<file path="src/rtl/fetch_pkg.sv">
`default_nettype none
// ============================================================================
// fetch_pkg : shared types and constants for the fetch queue unit
// Rev 1.0
// ============================================================================
package fetch_pkg;

  localparam int WORD_BYTES = 4;
  localparam int ENTRY_XLEN = 32;

  typedef enum logic [1:0] {
    BRANCH = 2'd0,
    JUMP   = 2'd1,
    JREG   = 2'd2,
    RSVD   = 2'd3
  } redir_kind_t;

  typedef struct packed {
    logic [31:0]           instr;
    logic [ENTRY_XLEN-1:0] pc;
    logic [ENTRY_XLEN-1:0] pc_plus4;
  } fetch_entry_t;

endpackage
`default_nettype wire

</file>
<file path="src/rtl/fetch_queue_unit_if.sv">
`default_nettype none
// ============================================================================
// fetch_queue_unit_if : imem, decode-side and redirect signals of the fetch unit
// Rev 1.0
// ============================================================================
interface fetch_queue_unit_if #(
  parameter int XLEN  = 32,
  parameter int DEPTH = 4
);
  import fetch_pkg::*;

  localparam int CNT_W = $clog2(DEPTH) + 1;

  logic [XLEN-1:0]  imem_addr;
  logic             imem_en;
  logic [31:0]      imem_rdata;

  logic             out_valid;
  logic             out_ready;
  logic [31:0]      out_instr;
  logic [XLEN-1:0]  out_pc;
  logic [XLEN-1:0]  out_pc_plus4;

  logic             redir_valid;
  redir_kind_t      redir_kind;
  logic [XLEN-1:0]  redir_pc;
  logic [31:0]      redir_imm;
  logic [XLEN-1:0]  redir_reg;

  logic             misaligned;
  logic [CNT_W-1:0] count;

  modport master (
    output imem_addr, imem_en, out_valid, out_instr, out_pc, out_pc_plus4,
           misaligned, count,
    input  imem_rdata, out_ready, redir_valid, redir_kind, redir_pc,
           redir_imm, redir_reg
  );

  modport slave (
    input  imem_addr, imem_en, out_valid, out_instr, out_pc, out_pc_plus4,
           misaligned, count,
    output imem_rdata, out_ready, redir_valid, redir_kind, redir_pc,
           redir_imm, redir_reg
  );

endinterface
`default_nettype wire

</file>
<file path="src/rtl/fetch_fifo.sv">
`default_nettype none
// ============================================================================
// fetch_fifo : DEPTH-entry circular queue with flush, head entry zero when empty
// Rev 1.0
// ============================================================================
module fetch_fifo #(
  parameter int  DEPTH = 4,
  parameter type T     = logic [31:0]
) (
  input  logic                   clock,
  input  logic                   reset,
  input  logic                   push,
  input  T                       push_data,
  input  logic                   pop,
  input  logic                   flush,
  output logic [$clog2(DEPTH):0] count,
  output T                       head_data
);

  localparam int PTR_W = $clog2(DEPTH);
  localparam int CNT_W = PTR_W + 1;

  T                 mem [DEPTH];
  logic [PTR_W-1:0] head;
  logic [PTR_W-1:0] tail;
  logic             do_pop;
  logic             do_push;

  assign do_pop  = pop & (count != '0);
  assign do_push = push & ((count != CNT_W'(DEPTH)) | do_pop);

  always_ff @(posedge clock) begin
    if (reset || flush) begin
      head  <= '0;
      tail  <= '0;
      count <= '0;
    end else begin
      if (do_push) tail <= tail + 1'b1;
      if (do_pop)  head <= head + 1'b1;
      case ({do_push, do_pop})
        2'b10:   count <= count + 1'b1;
        2'b01:   count <= count - 1'b1;
        default: count <= count;
      endcase
    end
  end

  // Storage carries no reset; the head output is masked while empty instead.
  always_ff @(posedge clock) begin
    if (do_push && !flush && !reset) mem[tail] <= push_data;
  end

  assign head_data = (count == '0) ? T'('0) : mem[head];

endmodule
`default_nettype wire

</file>
<file path="src/rtl/fetch_queue_unit.sv">
`default_nettype none
// ============================================================================
// fetch_queue_unit : fetch PC, redirect target computation and fetch queue
// Rev 1.0
// ============================================================================
module fetch_queue_unit
  import fetch_pkg::*;
#(
  parameter int              XLEN     = 32,
  parameter int              DEPTH    = 4,
  parameter logic [XLEN-1:0] RESET_PC = '0
) (
  input  logic               clock,
  input  logic               reset,
  fetch_queue_unit_if.master bus
);

  localparam int CNT_W = $clog2(DEPTH) + 1;

  typedef struct packed {
    logic [31:0]     instr;
    logic [XLEN-1:0] pc;
    logic [XLEN-1:0] pc_plus4;
  } entry_t;

  logic [XLEN-1:0]  fetch_pc;
  logic [XLEN-1:0]  fetch_pc_plus4;
  logic [XLEN-1:0]  redir_pc_plus4;
  logic [XLEN-1:0]  branch_off;
  logic [XLEN-1:0]  target;
  logic             redir_accept;
  logic             pop;
  logic             push;
  logic             misaligned_q;
  logic [CNT_W-1:0] count;
  entry_t           new_entry;
  entry_t           head;
  logic             unused_imm_bits;

  assign redir_accept   = bus.redir_valid & (bus.redir_kind != RSVD);
  assign pop            = bus.out_valid & bus.out_ready;
  assign push           = ~reset & ~redir_accept & ((count < CNT_W'(DEPTH)) | pop);
  assign fetch_pc_plus4 = fetch_pc + XLEN'(WORD_BYTES);
  assign redir_pc_plus4 = bus.redir_pc + XLEN'(WORD_BYTES);
  assign branch_off     = {{(XLEN-18){bus.redir_imm[15]}}, bus.redir_imm[15:0], 2'b00};
  assign unused_imm_bits = ^bus.redir_imm[31:26];

  always_comb begin
    target = fetch_pc;
    case (bus.redir_kind)
      BRANCH:  target = redir_pc_plus4 + branch_off;
      JUMP:    target = {redir_pc_plus4[XLEN-1:28], bus.redir_imm[25:0], 2'b00};
      JREG:    target = {bus.redir_reg[XLEN-1:2], 2'b00};
      default: target = fetch_pc;
    endcase
  end

  // Redirect wins over sequential fetch; the fifo is flushed by the same signal.
  always_ff @(posedge clock) begin
    if (reset) begin
      fetch_pc     <= RESET_PC;
      misaligned_q <= 1'b0;
    end else begin
      misaligned_q <= redir_accept & (bus.redir_kind == JREG) & (|bus.redir_reg[1:0]);
      if (redir_accept)
        fetch_pc <= target;
      else if (push)
        fetch_pc <= fetch_pc_plus4;
    end
  end

  assign new_entry = '{instr: bus.imem_rdata, pc: fetch_pc, pc_plus4: fetch_pc_plus4};

  fetch_fifo #(
    .DEPTH (DEPTH),
    .T     (entry_t)
  ) u_fifo (
    .clock     (clock),
    .reset     (reset),
    .push      (push),
    .push_data (new_entry),
    .pop       (pop),
    .flush     (redir_accept),
    .count     (count),
    .head_data (head)
  );

  assign bus.imem_addr    = fetch_pc;
  assign bus.imem_en      = push;
  assign bus.out_valid    = (count != '0);
  assign bus.out_instr    = head.instr;
  assign bus.out_pc       = head.pc;
  assign bus.out_pc_plus4 = head.pc_plus4;
  assign bus.misaligned   = misaligned_q;
  assign bus.count        = count;

endmodule
`default_nettype wire

</file>
<file path="src/flat_wrapper.sv">
// flat-port wrapper written by rule: the top's interface ports become plain ports
module fetch_queue_unit_flat import fetch_pkg::*;
#(
  parameter int              XLEN     = 32,
  parameter int              DEPTH    = 4,
  parameter logic [XLEN-1:0] RESET_PC = '0
)
  (clock, reset, bus_imem_addr, bus_imem_en, bus_out_valid, bus_out_instr, bus_out_pc, bus_out_pc_plus4, bus_misaligned, bus_count, bus_imem_rdata, bus_out_ready, bus_redir_valid, bus_redir_kind, bus_redir_pc, bus_redir_imm, bus_redir_reg);
  fetch_queue_unit_if #(.XLEN(XLEN), .DEPTH(DEPTH)) bus_i ();
  input  logic clock;
  input  logic reset;
  output wire logic [$bits(bus_i.imem_addr)-1:0] bus_imem_addr;
  output wire logic [$bits(bus_i.imem_en)-1:0] bus_imem_en;
  output wire logic [$bits(bus_i.out_valid)-1:0] bus_out_valid;
  output wire logic [$bits(bus_i.out_instr)-1:0] bus_out_instr;
  output wire logic [$bits(bus_i.out_pc)-1:0] bus_out_pc;
  output wire logic [$bits(bus_i.out_pc_plus4)-1:0] bus_out_pc_plus4;
  output wire logic [$bits(bus_i.misaligned)-1:0] bus_misaligned;
  output wire logic [$bits(bus_i.count)-1:0] bus_count;
  input wire logic [$bits(bus_i.imem_rdata)-1:0] bus_imem_rdata;
  input wire logic [$bits(bus_i.out_ready)-1:0] bus_out_ready;
  input wire logic [$bits(bus_i.redir_valid)-1:0] bus_redir_valid;
  input wire logic [$bits(bus_i.redir_kind)-1:0] bus_redir_kind;
  input wire logic [$bits(bus_i.redir_pc)-1:0] bus_redir_pc;
  input wire logic [$bits(bus_i.redir_imm)-1:0] bus_redir_imm;
  input wire logic [$bits(bus_i.redir_reg)-1:0] bus_redir_reg;
  assign bus_imem_addr = bus_i.imem_addr;
  assign bus_imem_en = bus_i.imem_en;
  assign bus_out_valid = bus_i.out_valid;
  assign bus_out_instr = bus_i.out_instr;
  assign bus_out_pc = bus_i.out_pc;
  assign bus_out_pc_plus4 = bus_i.out_pc_plus4;
  assign bus_misaligned = bus_i.misaligned;
  assign bus_count = bus_i.count;
  assign bus_i.imem_rdata = bus_imem_rdata;
  assign bus_i.out_ready = bus_out_ready;
  assign bus_i.redir_valid = bus_redir_valid;
  assign bus_i.redir_kind = bus_redir_kind;
  assign bus_i.redir_pc = bus_redir_pc;
  assign bus_i.redir_imm = bus_redir_imm;
  assign bus_i.redir_reg = bus_redir_reg;
  fetch_queue_unit #(.XLEN(XLEN), .DEPTH(DEPTH), .RESET_PC(RESET_PC)) u_core (.clock(clock), .reset(reset), .bus(bus_i));
endmodule
</file>
<file path="config.mk">
export PLATFORM = sky130hd
export DESIGN_NAME = fetch_queue_unit_flat
export DESIGN_NICKNAME = d
export VERILOG_FILES = /design/src/rtl/fetch_pkg.sv /design/src/rtl/fetch_queue_unit_if.sv /design/src/rtl/fetch_fifo.sv /design/src/rtl/fetch_queue_unit.sv /design/src/flat_wrapper.sv
export SDC_FILE = /design/constraint.sdc
export NUM_CORES = 1
export LEC_CHECK = 0
export ABC_AREA = 1
export BUFFER_PORTS_ARGS = -buffer_cell sky130_fd_sc_hd__buf_2
export CORE_AREA = 2 2 192 194
export DETAILED_ROUTE_END_ITERATION = 7
export DIE_AREA = 0 0 194 196
export HOLD_SLACK_MARGIN = 0.08
export PLACE_DENSITY_LB_ADDON = 0.05
export SLEW_MARGIN = 0
export SYNTH_ARGS = -nofsm -noshare
export SYNTH_HDL_FRONTEND = slang
export SYNTH_HIERARCHICAL = 1
export SYNTH_SLANG_ARGS = --single-unit
</file>
<file path="constraint.sdc">
create_clock -name clock -period 7.7 [get_ports clock]
set_input_delay 1.54 -clock clock [delete_from_list [all_inputs] [get_ports clock]]
set_output_delay 1.54 -clock clock [all_outputs]
set_load 0.05 [all_outputs]
</file>
=== Word-level counts from Yosys, hierarchy flattened ===
Memories as Yosys holds them, arrays and structs flattened. A register that Yosys moved wholly into a read port is not among the register bits.
Cells that the tools add are included.

* $add $sub $neg: 7
* $mul: 0
* Div/mod/pow operators: 0
* Magnitude comparators: 1
* Eq/ne operators: 7
* Shifts and indexed selects: 0
* Multiplexer cells: 9
* Bitwise operators: 12
* Reductions and logical operators: 12

{| class="wikitable"
|+ Operators by type and width
! cell !! number
|-
| $mux 96 || 1
|-
| $pmux 32 s3 || 1
|-
| $add 32x3->32 const B || 2
|-
| $mux 32 || 2
|-
| $add 32x32->32 || 1
|-
| $and 1x1->1 || 8
|-
| $pmux 3 s2 || 1
|-
| $add 2x1->2 const B || 2
|-
| $eq 2x1->1 const B || 2
|-
| $eq 2x2->1 const B || 2
|-
| $mux 2 || 2
|-
| $ne 4x4->1 const B || 1
|-
| $reduce_bool 2->1 || 2
|-
| $add 3x1->3 const B || 1
|-
| $logic_not 3->1 || 1
|-
| $lt 3x3->1 const B || 1
|-
| $ne 3x3->1 const B || 1
|-
| $reduce_bool 3->1 || 1
|-
| $sub 3x1->3 const B || 1
|-
| $logic_and 1x1->1 || 2
|-
| $logic_not 1->1 || 2
|-
| $logic_not 2->1 || 1
|-
| $mux 1 || 2
|-
| $ne 2x2->1 const B || 1
|-
| 5 further kinds || 7
|}

* Register bits: 40
* Latch bits: 0
* Bits in writable memories: 384
* Memory bits (read-only): 0
* Input bits: 134
* Output and inout bits: 134
* Word-level logic and storage cells: 54
* Memories kept: 1

{| class="wikitable"
|+ Memory list
! memory !! depth !! width !! rd ports !! clocked after memory_dff !! wr ports !! RTL line !! text
|-
| u_core.u_fifo.mem || 4 || 96 || 1 || 1 || 1 || fetch_fifo.sv:23 || <nowiki>T mem [DEPTH];</nowiki>
|}

=== Longest topological paths before layout ===
Gate-level depths: netlist of run 1.

* Depth after elaboration: 10
* Gate-level depth with buffers: 24
* Gate-level depth less buffers: 24

=== By module ===
The synthesis of run 1 kept the hierarchy.

{| class="wikitable"
|+ Modules (own cells, without submodules)
! module !! times used !! cells an instance !! area an instance (um^2) !! seq. area each (um^2)
|-
| fetch_fifo || 1 || 1200 || 15341.0 || 11711.2
|-
| fetch_queue_unit || 1 || 1015 || 5706.7 || 660.6
|}

=== Worst setup path before layout of run 1 ===
No wires, ideal clock.

* Kind: input to register
* Start: input bus_redir_kind[0]
* End: memory u_core/u_fifo/mem[0][0] in the netlist's numbering (enable)
* Setup time: 552 ps
* Arrival time: 7059 ps
* Required time: 7148 ps
* Setup slack: 89 ps
* Stages on the path: 6
* Cells stage by stage: ha_1 -> nor2_2 -> clkbuf_1 -> nor2_1 -> nand3_1 -> nor2_1

* Word-level cells in the longest chain between the ends: 10
* Elaborated cells on any way between the ends: 11
* Classes of those cells: eq/ne: 1; mux: 2; bitwise: 5; reduce/logical: 3

{| class="wikitable"
|+ RTL lines
! element !! RTL line !! text
|-
| start: declaration || flat_wrapper.sv:23 || <nowiki>input wire logic [$bits(bus_i.redir_kind)-1:0] bus_redir_kind;</nowiki>
|-
| $ne 2x2->1 || fetch_queue_unit.sv:40 || <nowiki>assign redir_accept = bus.redir_valid & (bus.redir_kind != RSVD);</nowiki>
|-
| $and 1x1->1 || fetch_queue_unit.sv:40 ||
|-
| via u_core.redir_accept || fetch_queue_unit.sv:31 || <nowiki>logic redir_accept;</nowiki>
|-
| $not 1->1 || fetch_queue_unit.sv:42 || <nowiki>assign push = ~reset & ~redir_accept & ((count < CNT_W'(DEPTH)) | pop);</nowiki>
|-
| $and 1x1->1 (2 in series) || fetch_queue_unit.sv:42 ||
|-
| via bus_imem_en || flat_wrapper.sv:13 || <nowiki>output wire logic [$bits(bus_i.imem_en)-1:0] bus_imem_en;</nowiki>
|-
| $and 1x1->1 || fetch_fifo.sv:30 || <nowiki>assign do_push = push & ((count != CNT_W'(DEPTH)) | do_pop);</nowiki>
|-
| $logic_and 1x1->1 (2 in series) || fetch_fifo.sv:50 || <nowiki>if (do_push && !flush && !reset) mem[tail] <= push_data;</nowiki>
|-
| $mux 1 || fetch_fifo.sv:50 ||
|-
| $mux 1 (not written as such) || fetch_fifo.sv:50 ||
|-
| end: declaration || fetch_fifo.sv:23 ||
|}

The timed path passes the listed nets, and every way through them passes these cells.

=== Worst setup path in the final report of run 1 ===
* Start: input bus_redir_kind[0]
* End: register u_core.fetch_pc[25] (netlist: u_core/bus.imem_addr[25])

* Word-level cells in the longest chain between the ends: 7
* Elaborated cells on any way between the ends: 13
* Classes of those cells: eq/ne: 4; mux: 2; bitwise: 4; reduce/logical: 3

{| class="wikitable"
|+ RTL lines
! element !! RTL line !! text
|-
| $ne 2x2->1 || fetch_queue_unit.sv:40 ||
|-
| $and 1x1->1 || fetch_queue_unit.sv:40 ||
|-
| $not 1->1 || fetch_queue_unit.sv:42 ||
|-
| $and 1x1->1 (2 in series) || fetch_queue_unit.sv:42 ||
|-
| $reduce_bool 2->1 (no source line) || -- ||
|-
| $reduce_and 2->1 (no source line) || -- ||
|-
| end signal: assignment || fetch_queue_unit.sv:66 || <nowiki>fetch_pc <= target;</nowiki>
|-
| end signal: assignment || fetch_queue_unit.sv:68 || <nowiki>fetch_pc <= fetch_pc_plus4;</nowiki>
|-
| end: declaration || fetch_queue_unit.sv:26 || <nowiki>logic [XLEN-1:0] fetch_pc;</nowiki>
|}

Parallel ways exist; a longest one is shown, timed or not.
A chain may end at the register's enable or synchronous reset.

==> run_results.csv, run 1 <==
group,metric,value,unit
run,drv_cap,0,
global_routing,overflow,0,
sta,drv_slew,0,
clock_network,cts_max_level,2,
routing,wirelength,55030,um
synth,synth_xor_area_share,2.200,%
outcome,status,"finished, final reports clean",
sta,max_freq,198.8,MHz
clock_network,cts_tree,"done",
synth,ys_types,53,
finish,n_antenna_cell,0,
synth,synthCells,2215,
synth,synthArstFlopShare,0,%
critical_path,cp.required,8.16,ns
placement,placement.io_buffers,261,
sta,tightest_slew,1.179,ns
power_and_ir_drop,p_per_area,219.4,mW/mm2
finish,postLayoutCoreUtil,65.93,%
power_and_ir_drop,p_int,0.003835,W
global_routing,grt_pass1_wl,85330,um
synth,synth-edff-count,384,
routing,ant_nets,0,
synth,synthAdderAreaFrac,2.806,%
finish,drive_gt1_share,14.87,%
sta,final.min_clock_period,5.030,ns
power_and_ir_drop,switchingPower,0.001386,W
placement,dpl_cell_area,0.02257,mm2
synth,syn_area_per_cell,9.502,um2
synth,synth_mux_area_share,0,%
critical_path,path_delay_family,"buffers and inverters",
sta,holdWs,0.4796,ns
placement,place_congestion,0.9185,
clock_network,cts_buffers,42,
finish,fin_area,0.02379,mm2
power_and_ir_drop,sw_frac_of_total,26.54,%
routing,firstDrtPassIters,6,
clock_network,clk_latency,0.54,ns
power_and_ir_drop,ir_worst_vdd,0.1746,mV
finish,area_growth,13.04,%
routing,wl_per_cell,18.79,um
finish,fillCellCount,2937,
sta,finalCritPeriodShare,65.32,%
synth,syn_area,0.02105,mm2
critical_path,cp_max_fo,43,
floorplan,ioPinCount,268,
global_routing,grt_use_total,28.58,%
sta,finalSetupTns,0,ns
floorplan,die_area,0.03802,mm2
synth,synth_area_leaders,"edfxtp_1 (55%), nor2_1 (8.6%), nand2_1 (6.0%)",
synth,ys_warn_count,6,
critical_path,crit_buf_inv,5,
synth,synth_compound_area_share,12.00,%
synth,synthFlopType,"edfxtp_1",
critical_path,worstPathArrival,5.49,ns
synth,yosysSeqAreaShare,58.78,%
placement,placedCellCount,2860,
critical_path,cp_common_cell,"nand2_1",
floorplan,core-area,0.03608,mm2
routing,via_per_inst,5.616,
critical_path,crit_path_end_kind,"register",
clock_network,clock_path_buffers,3,
clock_network,cts-resized-gates,0,
floorplan,start_util,58.33,%
critical_path,cp-start-kind,"input pin",
sta,slew_headroom,21.20,%
global_routing,antenna_found_initial,1,
hold_path,hp-class,"register to register",
global_routing,grt_pass1_vias,15620,
synth,synth-simple-area-share,18.93,%
placement,dp_hpwl,36820,um
routing,drc_errors,0,
synth,syn-num-nets,2395,
sta,hold_viol_final,0,
power_and_ir_drop,clockPowerShare,35.4,%
power_and_ir_drop,p_leak,9.552,nW
global_routing,grt_start_max_net_pins,101,
power_and_ir_drop,pwr-share-seq,50.4,%
clock_network,ctsRootBufferMaster,"clkbuf_16",
sta,rsz0062_at_grt,"no",
critical_path,critPathKind,"input pin to register",
clock_network,hold_buffers,0,
synth,synth_top_area_share,54.79,%
floorplan,die_x,194,um
critical_path,slowest_delay,1.05,ns
clock_network,numClockSinks,426,
routing,vias,16450,
power_and_ir_drop,combPwrFrac,14.1,%
synth,synth_top_family_by_area,"simple AND/OR/NAND/NOR gates",
floorplan,rows,70,
critical_path,crit_slowest_cell,"inv_1",
critical_path,cp_cell_sequence,"buf_2 -> ha_1 -> nor2_2 -> clkinv_1 -> buf_4 -> nand2_1 -> nand2_1 -> inv_1 -> o21ai_0 -> inv_1 -> nand2_1 -> a21oi_1",
sta,clock_skew,0.01633,ns
clock_network,cts_setup_buffers,0,
synth,synth-seq-cells,426,
synth,yosys.area.top_type,"edfxtp_1",
sta,setup_violations,0,
finish,nets,2616,
floorplan,die_h,196,um
finish,finalNonFillerCells,2929,
clock_network,clk_pin_slew,0.06,ns
routing,drtIter0Drc,1448,
## cell families (layout without fill, tap and decap cells)
| logic type | count (synthesis) | count (layout) |
|---|---|---|
| simple gates | 970 | 970 |
| xor+xnor | 52 | 52 |
| fa+ha+maj | 46 | 46 |
| buf+inv | 248 | 494 |
| compound gates | 473 | 473 |
| flops | 426 | 426 |
## flip-flops by register name (all words and copies together) (netlist names), named ones only
signal and flops:
u_core/bus.imem_addr 32, u_core/bus.misaligned 1, u_core/u_fifo/count 3, u_core/u_fifo/head 2, u_core/u_fifo/mem 384, u_core/u_fifo/tail 2
## power by group through the flow
| stage | Combinational [W] | Sequential, W | Clock (W) |
|---|---|---|---|
| floorplan | 0.000456 | 0.00272 | 0 |
| global placement | 0.000724 | 0.00268 | 0 |
| detailed placement | 0.000732 | 0.00268 | 0 |
| CTS | 0.000735 | 0.00263 | 0.00187 |
| global route | 0.000801 | 0.00264 | 0.00197 |
| finish | 0.000737 | 0.00263 | 0.00185 |
## worst paths after layout
kind,start,end,slack [ns],cells after the start
setup / recovery,bus_redir_kind[0],u_core/bus.imem_addr[25],2.67,12
hold / removal,u_core/u_fifo/head[1],register,0.48,2
setup reg to reg,u_core/u_fifo/count[2],u_core/u_fifo/mem[0][74],4.17,7
hold reg to reg,u_core/u_fifo/head[1],register,0.48,2
## metal layers
layer / vias to the layer above / part of all wire, % / track usage (%) / routed length (um)
met5: - / 0.024 / 0 / 13
met4: 2 / 2.9 / 9.259 / 1605
met1: 7784 / 43 / 40.17 / 23660
met2: 572 / 47 / 46.55 / 26020
met3: 83 / 6.8 / 3.799 / 3731
li1: 8009 / - / - / -
## synthesized netlist by cell type (4+ instances only)
cell type and n:
o21ai_0 217, xnor2_1 12, nand3b_1 9, dfxtp_1 42, a22o_1 16, inv_2 6
nor2_1 483, a221o_1 5, edfxtp_1 384, a31oi_1 6, nor3_1 17, o21ai_1 19
ha_1 44, nand4_1 9, buf_6 14, o211ai_1 4, inv_1 136, nand2_1 339
a221oi_1 5, buf_2 20, buf_4 14, a21oi_1 187, buf_1 10, nor4_1 10
xor2_1 39, clkbuf_1 45, nor2_2 4, nand3_1 75
## area by class of cell
class / instances / area [um2] / area share [%]
repair buffers: 280 / 1461 / 6.143
clock inverters: 11 / 81.33 / 0.3418
multi-input cells: 1541 / 7592 / 31.91
flip-flops and latches: 426 / 12380 / 52.03
well taps: 468 / 585.6 / 2.461
inverters: 145 / 549.3 / 2.309
clock buffers: 58 / 1142 / 4.801
## per-stage QoR
stage          worst slack [ns]  power, W
4_1_cts                   2.669  0.005243
2_1_floorplan           0.08872  0.003175
5_1_grt                   2.225  0.005415
3_5_place_dp              2.180  0.003414
6_report                  2.670  0.005221
3_3_place_gp              2.288  0.003404
## worst register-to-register path, cell delays in order (launching register included)
cell	delay [ns]
dfxtp_1	0.41
inv_1	0.10
a21boi_0	0.38
inv_1	0.07
nand3_1	0.13
nand3_1	0.45
nor2_4	1.10
buf_4	0.51
## layout by cell type (no fill, tap or decap), types with 3 or more instances in the layout
master / count
nand3b_1: 9
clkbuf_16: 43
a22o_1: 16
and2_1: 3
ha_1: 44
nor2_4: 7
o21a_1: 3
inv_1: 136
buf_4: 18
buf_2: 261
nor4_1: 10
o21ai_0: 217
o211ai_1: 4
nand2_1: 339
inv_2: 3
nor2_2: 4
nand4_1: 9
clkinv_2: 5
nand3_1: 75
xor2_1: 39
a31oi_1: 6
clkbuf_1: 14
xnor2_1: 12
a221o_1: 5
a21o_1: 3
clkinv_1: 8
nor3_2: 3
o21ai_1: 19
edfxtp_1: 384
dfxtp_1: 40
a221oi_1: 5
nor3_1: 17
a21oi_1: 187
nor2_1: 479
nand2_2: 3
No activity file was read; power rests on OpenSTA's default activity.
==> inputs of run 2 (changes only) <==
--- a/config.mk
+++ b/config.mk
@@ -5,11 +5,11 @@
 export SDC_FILE = /design/constraint.sdc
 export NUM_CORES = 1
 export LEC_CHECK = 0
-export ABC_AREA = 1
+export ABC_AREA = 0
 export BUFFER_PORTS_ARGS = -buffer_cell sky130_fd_sc_hd__buf_2
-export CORE_AREA = 2 2 192 194
+export CORE_AREA = 2 2 199 201
 export DETAILED_ROUTE_END_ITERATION = 7
-export DIE_AREA = 0 0 194 196
+export DIE_AREA = 0 0 201 203
 export HOLD_SLACK_MARGIN = 0.08
 export PLACE_DENSITY_LB_ADDON = 0.05
 export SLEW_MARGIN = 0
==> constraint.sdc (replaced) <==
create_clock -name clock -period 4.2 [get_ports clock]
set_input_delay 0.84 -clock clock [delete_from_list [all_inputs] [get_ports clock]]
set_output_delay 0.84 -clock clock [all_outputs]
set_load 0.05 [all_outputs]
==> run 2 against run 1 <==
  * Critical path type unchanged
  * Flip-flop and latch count is the same
  * Global-route usage down 5.1 points
  * Sequential power up 82%
  * Largest power group unchanged
  * Die area increased by 7.3%
==> run_results.csv, run 2 <==
group,metric,value,unit
routing,wirelength,47590,um
critical_path,rrSetupSlack,0.99,ns
routing,vias,12590,
clock_network,cts_setup_buffers,0,
hold_path,hp-start,"u_core/u_fifo/head[1]",
clock_network,cts-resized-gates,0,
run,drv_cap,0,
global_routing,grt_use_met3,3.628,%
global_routing,overflow,0,
floorplan,die_x,201,um
clock_network,cts_max_level,2,
outcome,status,"finished, final reports clean",
critical_path,cp_cell_sequence,"buf_2 -> and3_1 -> and3_1 -> and2_1 -> and4_1 -> xor2_1 -> ha_1 -> nand4_1 -> nor3_1 -> o21ai_0 -> a31oi_1 -> o21ai_1 -> nor2_1 -> mux2_2 -> a211oi_1",
placement,place_congestion,0.8934,
placement,dp_hpwl,32770,um
routing,drc_errors,0,
critical_path,cp.required,4.65,ns
synth,ys_types,70,
clock_network,numClockSinks,426,
routing,wl_per_cell,21.59,um
global_routing,grt_pass1_wl,73680,um
global_routing,grtUsageMet2,39.46,%
critical_path,cp-start-kind,"input pin",
synth,synth_most_common_cell,"edfxtp_1",
synth,synth_common_cells,"edfxtp_1 (384), mux4_2 (96), nor2b_1 (88)",
floorplan,ioPinCount,268,
global_routing,grt_use_total,23.44,%
finish,mostFrequentLayoutCells,"edfxtp_1 (384), buf_2 (261), mux4_2 (96)",
synth,yosysSeqAreaShare,62.13,%
finish,regMostFlops,"u_core/u_fifo/mem",
synth,synthFlopType,"edfxtp_1",
sta,rsz0062_at_grt,"no",
sta,finalSetupTns,0,ns
critical_path,r2r_cells,9,
global_routing,grt_start_max_net_pins,97,
sta,holdWs,0.5130,ns
global_routing,antenna_found_initial,0,
synth,syn-num-nets,1531,
synth,ys_warn_count,6,
critical_path,crit_buf_inv,1,
synth,synthArstFlopShare,0,%
synth,synth_area_leaders,"edfxtp_1 (58%), mux4_2 (11%), dfxtp_1 (4.2%)",
placement,placement.io_buffers,261,
critical_path,crit_path_end_kind,"register",
synth,yosys.area.top_type,"edfxtp_1",
critical_path,worst_r2r_endpoint,"u_core/bus.imem_addr[18]",
hold_path,holdPathStages,2,
sta,final.min_clock_period,3.592,ns
synth,synth-edff-count,384,
sta,clock_skew,0.01911,ns
floorplan,die_area,0.04080,mm2
critical_path,crit_slowest_cell,"mux2_2",
floorplan,rows,72,
floorplan,die_h,203,um
finish,area_growth,18.20,%
synth,synth_top_area_share,57.90,%
clock_network,clk_latency,0.55,ns
sta,drv_slew,0,
clock_network,cts_buffers,43,
sta,max_freq,278.4,MHz
critical_path,worstPathArrival,4.04,ns
sta,tightest_slew,0.6683,ns
sta,slew_headroom,55.28,%
synth,synthCells,1351,
power_and_ir_drop,p_per_area,400.0,mW/mm2
floorplan,core-area,0.03847,mm2
critical_path,cp_common_cell,"and3_1",
finish,drive_gt1_share,30.19,%
synth,synth-seq-cells,426,
clock_network,hold_buffers,0,
routing,drtIter0Drc,799,
clock_network,clk_pin_slew,0.06,ns
finish,n_antenna_cell,0,
hold_path,hp-class,"register to register",
sta,setup_violations,0,
critical_path,slowest_delay,0.35,ns
global_routing,grt_util_met1,32.07,%
finish,final_common_cell,"edfxtp_1",
floorplan,start_util,51.77,%
sta,hold_viol_final,0,
critical_path,path_delay_family,"simple AND/OR/NAND/NOR gates",
critical_path,cp_max_fo,4,
global_routing,grt_pass1_vias,12830,
clock_network,clock_path_buffers,3,
critical_path,reg2reg_from,"u_core/bus.imem_addr[3]",
finish,nets,1832,
power_and_ir_drop,p_leak,8.458,nW
routing,firstDrtPassIters,5,
routing,via_per_inst,5.712,
critical_path,critPathKind,"input pin to register",
routing,ant_nets,0,
clock_network,cts_tree,"done",
sta,finalCritPeriodShare,85.52,%
clock_network,ctsRootBufferMaster,"clkbuf_16",
synth,syn_area_per_cell,14.74,um2
finish,largest_reg_flops,384,
power_and_ir_drop,ir_worst_vdd,0.2937,mV
synth,syn_area,0.01991,mm2
global_routing,busiest_layer,"met2",
## run 2: final cells by class
type	instances	area (um2)
Inverter	20	75.07
Clock buffer	59	1197
Tap cell	518	648.1
Clock inverter	20	133.9
Sequential cell	426	12380
Fill cell	3031	14930
Multi-Input combinational cell	824	7078
Timing Repair Buffer	337	2027
## run 2: kinds of logic (layout without fill, tap and decap cells)
logic type / after synthesis / after routing / synth area share, %
AOI/OAI and AO/OA: 229 / 229 / 7.634
xor gates and xnor gates: 80 / 80 / 3.613
adders and majority gates: 46 / 46 / 2.966
buffers and inverters: 101 / 436 / 2.381
DFF: 426 / 426 / 62.13
muxes: 102 / 102 / 11.17
and+or+nand+nor: 367 / 367 / 10.11
## run 2: routing by layer
metal,vias to the layer above,share of wire (%)
met5,-,0
met4,0,2.2
met3,76,5.7
met2,402,48
met1,6220,44
li1,5891,-
## run 2: worst max path at each step
| stage | to | depth (start not counted) | start |
|---|---|---|---|
| after floorplan | u_core/u_fifo/mem[0][0] | 12 | bus_redir_kind[0] |
| after global placement | u_core/bus.imem_addr[27] | 15 | bus_redir_pc[5] |
| after detailed placement | u_core/bus.imem_addr[27] | 15 | bus_redir_pc[5] |
| after CTS | u_core/bus.imem_addr[27] | 15 | bus_redir_pc[5] |
| after global routing | u_core/bus.imem_addr[26] | 15 | bus_redir_pc[5] |
| final | u_core/bus.imem_addr[27] | 15 | bus_redir_pc[5] |
## run 2: power breakdown
group	switching [W]	leakage, nW	internal, W
clock network	0.00153	0.649	0.00206
logic	0.000671	4.01	0.000368
registers	0.0000762	3.80	0.00471
## run 2: stage by stage
stage	power (W)	utilization [%]	cells	area [um2]	setup WS, ns
final	0.009416	61.19	2204	23540	0.6083
after global routing	0.009757	61.19	2204	23540	0.2384
after CTS	0.009494	61.19	2204	23540	0.6240
after detailed placement	0.005913	57.73	2125	22210	0.06492
after global placement	0.005898	57.73	2125	22210	0.09477
after floorplan	0.005522	-	1351	19930	0.09125
## run 2: worst reg2reg max path: cells and delay by family (launching register included)
kind / cells / cell delay [ns]
xor+xnor: 1 / 0.41
flops: 1 / 0.56
simple gates: 4 / 0.98
buf+inv: 1 / 0.20
fa+ha+maj: 1 / 0.35
compound gates: 2 / 0.56
==> inputs of run 3 (changes only) <==
--- a/config.mk
+++ b/config.mk
@@ -10,6 +10,7 @@
 export CORE_AREA = 2 2 199 201
 export DETAILED_ROUTE_END_ITERATION = 7
 export DIE_AREA = 0 0 201 203
+export GPL_TIMING_DRIVEN = 0
 export HOLD_SLACK_MARGIN = 0.08
 export PLACE_DENSITY_LB_ADDON = 0.05
 export SLEW_MARGIN = 0
==> run 3 against run 2 <==
  * Setup slack worse by 0.50 ns
  * Critical path type unchanged
  * Clock skew is 0.0064 ns higher
  * Largest power group unchanged
  * Worst hold slack worse by 0.0087 ns
  * Flip-flop and latch count stayed put
  * Via count is 1.8% higher
  * Highest routed layer unchanged
  * Global-route usage is 1.2 points higher
  * Non-clock buffer count is 8 higher
  * Clock power is 5% lower
  * Routed wire length is 5.6% higher
==> run_results.csv, run 3 (same netlist as run 2, synthesis figures left out) <==
group,metric,value,unit
global_routing,grt_pass1_vias,12770,
placement,placement.io_buffers,261,
critical_path,worstPathArrival,4.54,ns
sta,finalCritPeriodShare,97.43,%
sta,tightest_slew,0.8979,ns
finish,ff_latch_area,0.01237,mm2
clock_network,clock_path_buffers,3,
finish,regMostFlops,"u_core/u_fifo/mem",
clock_network,numClockSinks,426,
critical_path,crit_path_end_kind,"register",
power_and_ir_drop,clockPowerShare,36.9,%
finish,nets,1843,
routing,firstDrtPassIters,5,
power_and_ir_drop,total_power,0.009225,W
routing,ant_nets,0,
power_and_ir_drop,p_leak,8.283,nW
power_and_ir_drop,sw_frac_of_total,24.36,%
sta,hold_viol_final,0,
sta,rsz0062_at_grt,"yes",
finish,multi_input_area,0.007128,mm2
placement,place_congestion,0.9069,
critical_path,crit_slowest_cell,"ha_1",
placement,dpl_worst_slack,-0.8918,ns
global_routing,antenna_found_initial,0,
sta,max_freq,244.4,MHz
critical_path,slowest_delay,0.41,ns
routing,wirelength,50240,um
sta,clock_skew,0.02548,ns
global_routing,grt_use_total,24.62,%
clock_network,clk_pin_slew,0.06,ns
critical_path,cp.required,4.65,ns
routing,drc_errors,0,
sta,drv_slew,0,
clock_network,ctsRootBufferMaster,"clkbuf_16",
finish,postLayoutCoreUtil,60.55,%
global_routing,grt_pass1_wl,75610,um
global_routing,grt_start_max_net_pins,57,
critical_path,cp_cell_sequence,"buf_2 -> and3_1 -> and3_1 -> clkbuf_1 -> and2_1 -> and4_1 -> xor2_1 -> ha_1 -> nand4_1 -> nor3_1 -> o21ai_0 -> a31oi_1 -> o21ai_1 -> nor2_1 -> mux2_2 -> a211oi_1",
clock_network,cts_max_level,2,
finish,mostFrequentLayoutCells,"edfxtp_1 (384), buf_2 (279), mux4_2 (96)",
sta,slew_headroom,39.30,%
global_routing,overflow,0,
critical_path,cp_common_cell,"and3_1",
finish,n_antenna_cell,0,
sta,final.min_clock_period,4.092,ns
clock_network,clk_latency,0.55,ns
floorplan,die_h,203,um
finish,drive_gt1_share,27.62,%
routing,via_per_inst,5.800,
finish,final_common_cell,"edfxtp_1",
sta,holdWs,0.5043,ns
sta,fin_ws,0.1079,ns
power_and_ir_drop,switchingPower,0.002247,W
clock_network,cts_buffers,42,
floorplan,die_x,201,um
floorplan,die_area,0.04080,mm2
routing,drtIter0Drc,913,
floorplan,core-area,0.03847,mm2
hold_path,hp-class,"input pin to register",
power_and_ir_drop,p_int,0.006978,W
floorplan,rows,72,
sta,setup_violations,0,
power_and_ir_drop,ir_worst_vdd,0.2593,mV
finish,largest_reg_flops,384,
routing,vias,12810,
run,drv_cap,0,
floorplan,ioPinCount,268,
placement,dp_hpwl,34820,um
routing,wl_per_cell,22.74,um
power_and_ir_drop,p_per_area,396.1,mW/mm2
floorplan,start_util,51.77,%
critical_path,cp_max_fo,7,
critical_path,cp-start-kind,"input pin",
outcome,status,"finished, final reports clean",
power_and_ir_drop,combPwrFrac,11.0,%
critical_path,critPathKind,"input pin to register",
finish,area_growth,16.96,%
power_and_ir_drop,pwr-share-seq,52.0,%
finish,fillCellCount,3049,
clock_network,cts_tree,"done",
run 3: cell count changes in the layout (fill, tap and decap cells not counted), moves of 4 or more:
cell and delta:
buf_6 +5, buf_12 -11, buf_16 +5, buf_4 -59, and2_2 +4, clkinv_1 -4
buf_2 +18, clkbuf_1 +51
run 3: final timing paths:
kind              slack, ns  cells past startpoint               startpoint                        to
hold reg to reg        0.51                      2    u_core/u_fifo/head[1]     u_core/u_fifo/head[1]
hold / removal         0.50                      1        bus_imem_rdata[9]  u_core/u_fifo/mem[2][73]
setup / recovery       0.11                     16          bus_redir_pc[4]  u_core/bus.imem_addr[27]
setup reg to reg       0.64                      9  u_core/bus.imem_addr[2]  u_core/bus.imem_addr[18]
run 3: final cells by class:
type	instances	area share, %
flip-flops and latches	426	53.12
multi-input cells	828	30.60
repair buffers	266	6.199
clock buffers	61	5.039
well taps	518	2.783
plain buffers	79	1.698
inverters	20	0.3223
clock inverters	11	0.2364
run 3: stage by stage:
step / std cells / TNS, ns / instance area [um2]
2_1_floorplan: 1351 / 0 / 19930
3_3_place_gp: 2130 / -439.63 / 21880
3_5_place_dp: 2135 / -259.47 / 22020
4_1_cts: 2210 / 0 / 23290
5_1_grt: 2209 / -0.07100 / 23290
6_report: 2209 / 0 / 23290
run 3: critical path: cells and delay by family:
kind,cells,cell delay [ns]
simple gates,7,1.44
compound gates,4,0.94
buf+inv,2,0.49
fa+ha+maj,1,0.41
mux,1,0.36
xor+xnor,1,0.07
run 3: routing by layer:
layer,GRT usage (%),vias to the layer above,part of all wire (%)
li1,-,5907,-
met1,34.12,6318,43
met2,40.86,510,48
met3,3.676,77,6.5
met4,7.011,0,2.4
met5,0,-,0
run 3: what timing repair did:
| item | CTS | global route |
|---|---|---|
| pin swaps | 4 | 2 |
| setup buffers | 0 | 0 |
| gates cloned | 4 | 0 |
| hold buffers | 0 | 0 |
| resized for setup | 3 | 2 |
| setup endpoints to repair | 205 | 53 |
run 3: power groups by stage:
stage | sequential (W) | combinational, W | clock, W
floorplan | 0.00494 | 0.000581 | 0
finish | 0.00480 | 0.00102 | 0.00341
CTS | 0.00480 | 0.00101 | 0.00349
global route | 0.00481 | 0.00110 | 0.00365
detailed placement | 0.00489 | 0.00100 | 0
global placement | 0.00488 | 0.000992 | 0
